<file path="config.mk">
export PLATFORM = sky130hd
export DESIGN_NAME = dht11_scheduler_flat
export DESIGN_NICKNAME = d
export VERILOG_FILES = /design/src/rtl/dht11_sched_if.sv /design/src/rtl/dht11_scheduler.sv /design/src/flat_wrapper.sv
export SDC_FILE = /design/constraint.sdc
export NUM_CORES = 1
export LEC_CHECK = 0
export CAP_MARGIN = 40
export CORE_ASPECT_RATIO = 0.6
export CORE_MARGIN = 2
export CORE_UTILIZATION = 36
export DETAILED_ROUTE_END_ITERATION = 8
export DONT_BUFFER_PORTS = 1
export GPL_TIMING_DRIVEN = 0
export PLACE_DENSITY = 0.51
export SLEW_MARGIN = 20
export SYNTH_ARGS = -nofsm -noshare
export SYNTH_HDL_FRONTEND = slang
export SYNTH_SLANG_ARGS = --single-unit
export TNS_END_PERCENT = 20
</file>
<file path="constraint.sdc">
create_clock -name clk -period 1.86 [get_ports clk]
set_input_delay 0.279 -clock clk [delete_from_list [all_inputs] [get_ports clk]]
set_output_delay 0.279 -clock clk [all_outputs]
set_load 0.05 [all_outputs]
</file>
<file path="src/rtl/dht11_sched_if.sv">
// Signal bundle between the DHT11 read scheduler and its neighbours
// (UART RX byte stream, auto-poll enable, DHT11 FSM start/reset/result).
interface dht11_sched_if;
    logic [7:0]  rx_data;
    logic        rx_valid;
    logic        auto_en;
    logic        sens_done;
    logic [39:0] sens_data;
    logic [7:0]  sens_start;
    logic        sens_rst;
    logic        busy;
    logic [7:0]  hum;
    logic [7:0]  temp;
    logic        data_valid;
    logic        err;
    logic        result_stb;

    modport slave (
        input  rx_data, rx_valid, auto_en, sens_done, sens_data,
        output sens_start, sens_rst, busy, hum, temp, data_valid, err, result_stb
    );

    modport master (
        output rx_data, rx_valid, auto_en, sens_done, sens_data,
        input  sens_start, sens_rst, busy, hum, temp, data_valid, err, result_stb
    );
endinterface

</file>
<file path="src/rtl/dht11_scheduler.sv">
// DHT11 read scheduler: merges UART and auto-poll requests, enforces the
// inter-read gap, times out and retries hung reads, latches the results.
module dht11_scheduler #(
    parameter int CLK_HZ     = 100_000_000,
    parameter int MIN_GAP_MS = 1000,
    parameter int TIMEOUT_MS = 30,
    parameter int MAX_RETRY  = 2,
    parameter int POLL_MS    = 2000
) (
    input  logic         clk,
    input  logic         rst,
    dht11_sched_if.slave bus
);
    localparam int DIV    = (CLK_HZ / 1000 > 0) ? CLK_HZ / 1000 : 1;
    localparam int PRE_W  = $clog2(DIV + 1);
    localparam int GAP_W  = (MIN_GAP_MS > 0) ? $clog2(MIN_GAP_MS + 1) : 1;
    localparam int TMO_W  = (TIMEOUT_MS > 0) ? $clog2(TIMEOUT_MS + 1) : 1;
    localparam int RTY_W  = (MAX_RETRY > 0) ? $clog2(MAX_RETRY + 1) : 1;
    localparam int POLL_W = (POLL_MS > 0) ? $clog2(POLL_MS + 1) : 1;

    localparam logic [PRE_W-1:0]  PRE_LAST  = PRE_W'(DIV - 1);
    localparam logic [GAP_W-1:0]  GAP_MAX   = GAP_W'(MIN_GAP_MS);
    localparam logic [TMO_W-1:0]  TMO_MAX   = TMO_W'(TIMEOUT_MS);
    localparam logic [RTY_W-1:0]  RTY_MAX   = RTY_W'(MAX_RETRY);
    localparam logic [POLL_W-1:0] POLL_LAST = POLL_W'(POLL_MS - 1);
    localparam logic [7:0]        START_BYTE = 8'h54;

    typedef enum logic [2:0] {
        S_IDLE,
        S_GAP,
        S_TRIG,
        S_WAIT,
        S_RECOVER,
        S_REPORT
    } state_e;

    state_e            state_q;
    logic [PRE_W-1:0]  presc_q, presc_d;
    logic [POLL_W-1:0] poll_q, poll_d;
    logic [GAP_W-1:0]  gap_q;
    logic [TMO_W-1:0]  tmo_q;
    logic [RTY_W-1:0]  retry_q;
    logic              rc_q;
    logic              pending_q;
    logic [7:0]        sens_start_q;
    logic              sens_rst_q;
    logic              busy_q;
    logic [7:0]        hum_q;
    logic [7:0]        temp_q;
    logic              data_valid_q;
    logic              err_q;
    logic              result_stb_q;

    logic ms_tick;
    logic cmd_req;
    logic auto_req;
    logic req;

    // Free-running 1 ms timebase and the auto-poll period counter.
    always_comb begin
        ms_tick  = (presc_q == PRE_LAST);
        presc_d  = ms_tick ? '0 : presc_q + 1'b1;
        auto_req = bus.auto_en && ms_tick && (poll_q == POLL_LAST);
        if (!bus.auto_en) begin
            poll_d = '0;
        end else if (ms_tick) begin
            poll_d = auto_req ? '0 : poll_q + 1'b1;
        end else begin
            poll_d = poll_q;
        end
        cmd_req = bus.rx_valid && (bus.rx_data == START_BYTE);
        req     = cmd_req || auto_req;
    end

    always_ff @(posedge clk) begin
        if (!rst) begin
            presc_q <= '0;
            poll_q  <= '0;
        end else begin
            presc_q <= presc_d;
            poll_q  <= poll_d;
        end
    end

    // Read sequencer; every output is a register updated alongside the state.
    always_ff @(posedge clk) begin
        if (!rst) begin
            state_q      <= S_IDLE;
            pending_q    <= 1'b0;
            retry_q      <= '0;
            rc_q         <= 1'b0;
            gap_q        <= '0;
            tmo_q        <= '0;
            sens_start_q <= 8'h00;
            sens_rst_q   <= 1'b1;
            busy_q       <= 1'b0;
            hum_q        <= 8'h00;
            temp_q       <= 8'h00;
            data_valid_q <= 1'b0;
            err_q        <= 1'b0;
            result_stb_q <= 1'b0;
        end else begin
            sens_start_q <= 8'h00;
            sens_rst_q   <= 1'b0;
            result_stb_q <= 1'b0;
            if (req) begin
                pending_q <= 1'b1;
            end
            if (ms_tick && (gap_q != GAP_MAX)) begin
                gap_q <= gap_q + 1'b1;
            end
            case (state_q)
                S_IDLE: begin
                    if (pending_q) begin
                        // A request landing in this very cycle stays queued.
                        pending_q <= req;
                        retry_q   <= '0;
                        busy_q    <= 1'b1;
                        state_q   <= S_GAP;
                    end
                end
                S_GAP: begin
                    if (gap_q == GAP_MAX) begin
                        sens_start_q <= START_BYTE;
                        state_q      <= S_TRIG;
                    end
                end
                S_TRIG: begin
                    gap_q   <= '0;
                    tmo_q   <= '0;
                    state_q <= S_WAIT;
                end
                S_WAIT: begin
                    if (ms_tick && (tmo_q != TMO_MAX)) begin
                        tmo_q <= tmo_q + 1'b1;
                    end
                    if (bus.sens_done) begin
                        hum_q        <= bus.sens_data[39:32];
                        temp_q       <= bus.sens_data[23:16];
                        data_valid_q <= 1'b1;
                        err_q        <= 1'b0;
                        result_stb_q <= 1'b1;
                        state_q      <= S_REPORT;
                    end else if (tmo_q == TMO_MAX) begin
                        sens_rst_q <= 1'b1;
                        rc_q       <= 1'b0;
                        state_q    <= S_RECOVER;
                    end
                end
                S_RECOVER: begin
                    if (!rc_q) begin
                        sens_rst_q <= 1'b1;
                        rc_q       <= 1'b1;
                    end else if (retry_q < RTY_MAX) begin
                        retry_q <= retry_q + 1'b1;
                        state_q <= S_GAP;
                    end else begin
                        err_q        <= 1'b1;
                        result_stb_q <= 1'b1;
                        state_q      <= S_REPORT;
                    end
                end
                S_REPORT: begin
                    busy_q  <= 1'b0;
                    state_q <= S_IDLE;
                end
                default: begin
                    state_q <= S_IDLE;
                end
            endcase
        end
    end

    assign bus.sens_start = sens_start_q;
    assign bus.sens_rst   = sens_rst_q;
    assign bus.busy       = busy_q;
    assign bus.hum        = hum_q;
    assign bus.temp       = temp_q;
    assign bus.data_valid = data_valid_q;
    assign bus.err        = err_q;
    assign bus.result_stb = result_stb_q;
endmodule

</file>
<file path="src/flat_wrapper.sv">
// flat-port wrapper written by rule: the top's interface ports become plain ports
module dht11_scheduler_flat 
#(
    parameter int CLK_HZ     = 100_000_000,
    parameter int MIN_GAP_MS = 1000,
    parameter int TIMEOUT_MS = 30,
    parameter int MAX_RETRY  = 2,
    parameter int POLL_MS    = 2000
)
  (clk, rst, bus_rx_data, bus_rx_valid, bus_auto_en, bus_sens_done, bus_sens_data, bus_sens_start, bus_sens_rst, bus_busy, bus_hum, bus_temp, bus_data_valid, bus_err, bus_result_stb);
  dht11_sched_if bus_i ();
  input  logic clk;
  input  logic rst;
  input wire logic [$bits(bus_i.rx_data)-1:0] bus_rx_data;
  input wire logic [$bits(bus_i.rx_valid)-1:0] bus_rx_valid;
  input wire logic [$bits(bus_i.auto_en)-1:0] bus_auto_en;
  input wire logic [$bits(bus_i.sens_done)-1:0] bus_sens_done;
  input wire logic [$bits(bus_i.sens_data)-1:0] bus_sens_data;
  output wire logic [$bits(bus_i.sens_start)-1:0] bus_sens_start;
  output wire logic [$bits(bus_i.sens_rst)-1:0] bus_sens_rst;
  output wire logic [$bits(bus_i.busy)-1:0] bus_busy;
  output wire logic [$bits(bus_i.hum)-1:0] bus_hum;
  output wire logic [$bits(bus_i.temp)-1:0] bus_temp;
  output wire logic [$bits(bus_i.data_valid)-1:0] bus_data_valid;
  output wire logic [$bits(bus_i.err)-1:0] bus_err;
  output wire logic [$bits(bus_i.result_stb)-1:0] bus_result_stb;
  assign bus_i.rx_data = bus_rx_data;
  assign bus_i.rx_valid = bus_rx_valid;
  assign bus_i.auto_en = bus_auto_en;
  assign bus_i.sens_done = bus_sens_done;
  assign bus_i.sens_data = bus_sens_data;
  assign bus_sens_start = bus_i.sens_start;
  assign bus_sens_rst = bus_i.sens_rst;
  assign bus_busy = bus_i.busy;
  assign bus_hum = bus_i.hum;
  assign bus_temp = bus_i.temp;
  assign bus_data_valid = bus_i.data_valid;
  assign bus_err = bus_i.err;
  assign bus_result_stb = bus_i.result_stb;
  dht11_scheduler #(.CLK_HZ(CLK_HZ), .MIN_GAP_MS(MIN_GAP_MS), .TIMEOUT_MS(TIMEOUT_MS), .MAX_RETRY(MAX_RETRY), .POLL_MS(POLL_MS)) u_core (.clk(clk), .rst(rst), .bus(bus_i));
endmodule
</file>
==> summary.md <==
| Metric | Value |
|---|---|
| Root Buffer | clkbuf_16 |
| Crit-path cells | ha_4, and4_4, buf_6, nand4_1, buf_6, buf_8, buf_4, or3_4, a21oi_2 |
| Final worst path period need | 1.87 ns |
| R2R depth | 9 |
| Nature of the critical path endpoint | flip-flop |
| Mapped cell area | 0.00336 mm² |
| Total Power | roughly 3.6 mW |
| CTS max path bufs | 2 |
| DRT antenna net count | 0 |
| Post-DP HPWL | 5650 µm |
| 1st-iter DRT viols | 253 |
| Critical Path AT | between 2 and 2.5 ns |
| FP Rows | 27 |
| Largest net degree at the start of global routing | 13 |
| Die width | around 130 µm |
| Worst Tran Pin Value | 0.889 ns |
| Share of post-route cells with drive strength above 1 | 16.6% |
| Die span in y | 78.8 µm |
| Starting Density | ~37% |
| CTS tree | built |
| Final Cycle Share | 100% |
| Setup violations, final | 3 |
| Count leader, synth | dfxtp_1 |
| Largest area contributor in the synthesized netlist | dfxtp_1 |
| Vias in the first global route | 2678 |
| Slew Viols, Final | 0 |
| Fraction of registers with async set/reset | 0% |
| Hold Path Depth | 2 |
| DIE AREA | 0.0101 mm² |
| Setup_tns | -0.00963 ns |
| First-pass GRT wire length | 13500 µm |
| Status | complete, but fails checks |
| Drt via density | 5.50 |
| VDD IR max | 0.446 mV |
| Hold Worst Slack | around 0.075 ns |
| Worst Hold Class | in -> reg |
| Worst clock skew | about 0.0058 ns |
| GRT Total Usage | 16.8% |
| PD cells | 851 mW/mm² |
| Post-synth EDFFs | 0 |
| Via Count | 3053 |
| Worst path depth | 9 |
| RSZ-0062 raised after global routing | yes |
| Seq/Total Area, Yosys | 42.9% |
| Num Clock Sinks | 72 |
| CTS HTree Levels | 3 |
| Final Util | 45.7% |
| Clk_lat worst skew | around 0.33 ns |
| Antenna Cells | 0 |
| Antenna violations before repair | 0 |
| Final worst setup slack | -0.00781 ns |
| Wirelength per Cell | about 15 µm |
| Num CTS Buffers | 9 |
| Overflow after GRT | 0 |
| I/O Pins | 82 |
| Fmax | 0.535 GHz |
| CP Class | reg -> reg |
| Synth top cells by count | dfxtp_1, nand2_1, a21oi_1 |
| Layout area overhead | 24.2% |
| YS warnings | 0 |
| Final net count | around 490 |
| WP data required | 2.12 ns |
| Max-Cap Viols | 0 |
| Dominant synthesized flop cell | dfxtp_1 |
| Synth top area cells | dfxtp_1, a21oi_1, nand2_1 |
| Hold-fix buffers at CTS | 0 |
| Port Buf Inserts | 0 |
| Synth top area share | between 40% and 50% |
| Lkg Pwr | 1.36 nW |
| Failing checks | negative setup slack |
| Core area | 0.00912 mm² |
| DRT Pass-1 Iters | 4 |
| Startpoint types | flip-flop |
| Avg Inst Size Synth | roughly 8.3 µm² |
| Crit path largest cell delay | roughly 0.37 ns |
| Clock transition at path regs | approximately 0.06 ns |
| Yosys reg bits | 72 |
| Netlist cell types | 47 |
| Most frequent CP cell | buf_6 |
| Synth Instances | 405 |
| Gpl congestion | 0.797 |
| Top delay family on crit path | simple AND/OR/NAND/NOR gates |
| Worst-path maximum fanout | 6 |
| Crit path max-delay cell type | dfxtp_4 |
| Residual DRC | 0 |
| Final wirelength | 8550 µm |
| Max transition margin | 40.7% |
| Final Hold Fails | 0 |
| CP bufs+invs | 4 |
-- where the power goes --
part           internal [mW]  switching (mW)  leakage [nW]
Sequential              1.55          0.0205         0.582
Combinational         0.0314          0.0726         0.627
Clock                   1.21           0.666         0.152
-- through the flow --
step | worst slack, ns | area, µm² | instances
after floorplan | 0.0149 | 3380 | 409
after global placement | -0.395 | 3520 | 525
after detailed placement | -0.393 | 3520 | 525
after CTS | -0.00903 | 3940 | 545
after global routing | -0.0920 | 4170 | 555
final | -0.00781 | 4170 | 555
-- layout by cell type, fill, tap and decap left out, types with 5 or more instances in the layout --
cell and count:
nand4_1 16, dfxtp_1 69, a21oi_1 48, o21ai_0 15, conb_1 5, inv_1 14, nor2_1 22, ha_1 5
xnor2_1 8, or3_1 8, nor3_1 8, nand3_1 24, o31ai_1 8, buf_4 18, and3_1 8, clkbuf_1 7
nand2_1 54, clkbuf_16 10, or4_1 10, o211ai_1 5
-- cells by family after synthesis --
kind of cell / synth area share, %
AND/OR/NAND/NOR: 28.8
other: 0.112
multiplexers: 0.335
buffers and inverters: 5.14
AO/OA/AOI/OAI: 17.6
adder cells (fa/ha/maj): 2.24
flip-flops: 42.9
XOR/XNOR: 2.87
-- metal layers --
metal,global-route usage [%],part of all wire [%]
met4,5.00,0.94
met3,5.73,5.4
met2,22.0,42
met5,0,0
met1,25.4,52
-- state kept, by name, summed over array words and instances, names as in the netlist, 2 cells and up --
register         cells
u_core.presc_q      17
u_core.state_q       3
u_core.gap_q        10
u_core.bus.temp      8
u_core.bus.hum       8
u_core.poll_q       11
u_core.retry_q       2
u_core.tmo_q         5
-- what timing repair did --
action                                  CTS  global route
gates resized for setup                  16            32
pin swaps                                 7             8
buffers inserted                          3             9
endpoints found under the setup margin   40            43
gates cloned                              1             1
-- worst reg2reg max path, stage by stage (launching register included) --
cell     delay [ns]
dfxtp_4        0.37
ha_4           0.13
and4_4         0.22
buf_6          0.12
nand4_1        0.09
buf_6          0.15
buf_8          0.13
buf_4          0.13
or3_4          0.36
a21oi_2        0.11
-- cell type report --
class	instances	area (µm²)
buffer	22	166
clock buffer	11	243
inverter	14	52.6
multi-input combinational	301	1900
tap	116	145
sequential	72	1450
timing repair buffer	14	136
fill	900	4950
clock inverter	5	80.1
-- worst paths after layout --
kind                                start                              to  slack (ns)
max          u_core.presc_q[1]$_SDFF_PP0_    u_core.gap_q[5]$_SDFFE_PP0P_      -0.008
min                     bus_sens_data[33]  u_core.bus.hum[1]$_SDFFE_PN0P_        0.08
max reg2reg  u_core.presc_q[1]$_SDFF_PP0_    u_core.gap_q[5]$_SDFFE_PP0P_      -0.008
min reg2reg  u_core.presc_q[0]$_SDFF_PP0_    u_core.presc_q[0]$_SDFF_PP0_        0.45
No activity file was read; power rests on OpenSTA's default activity.
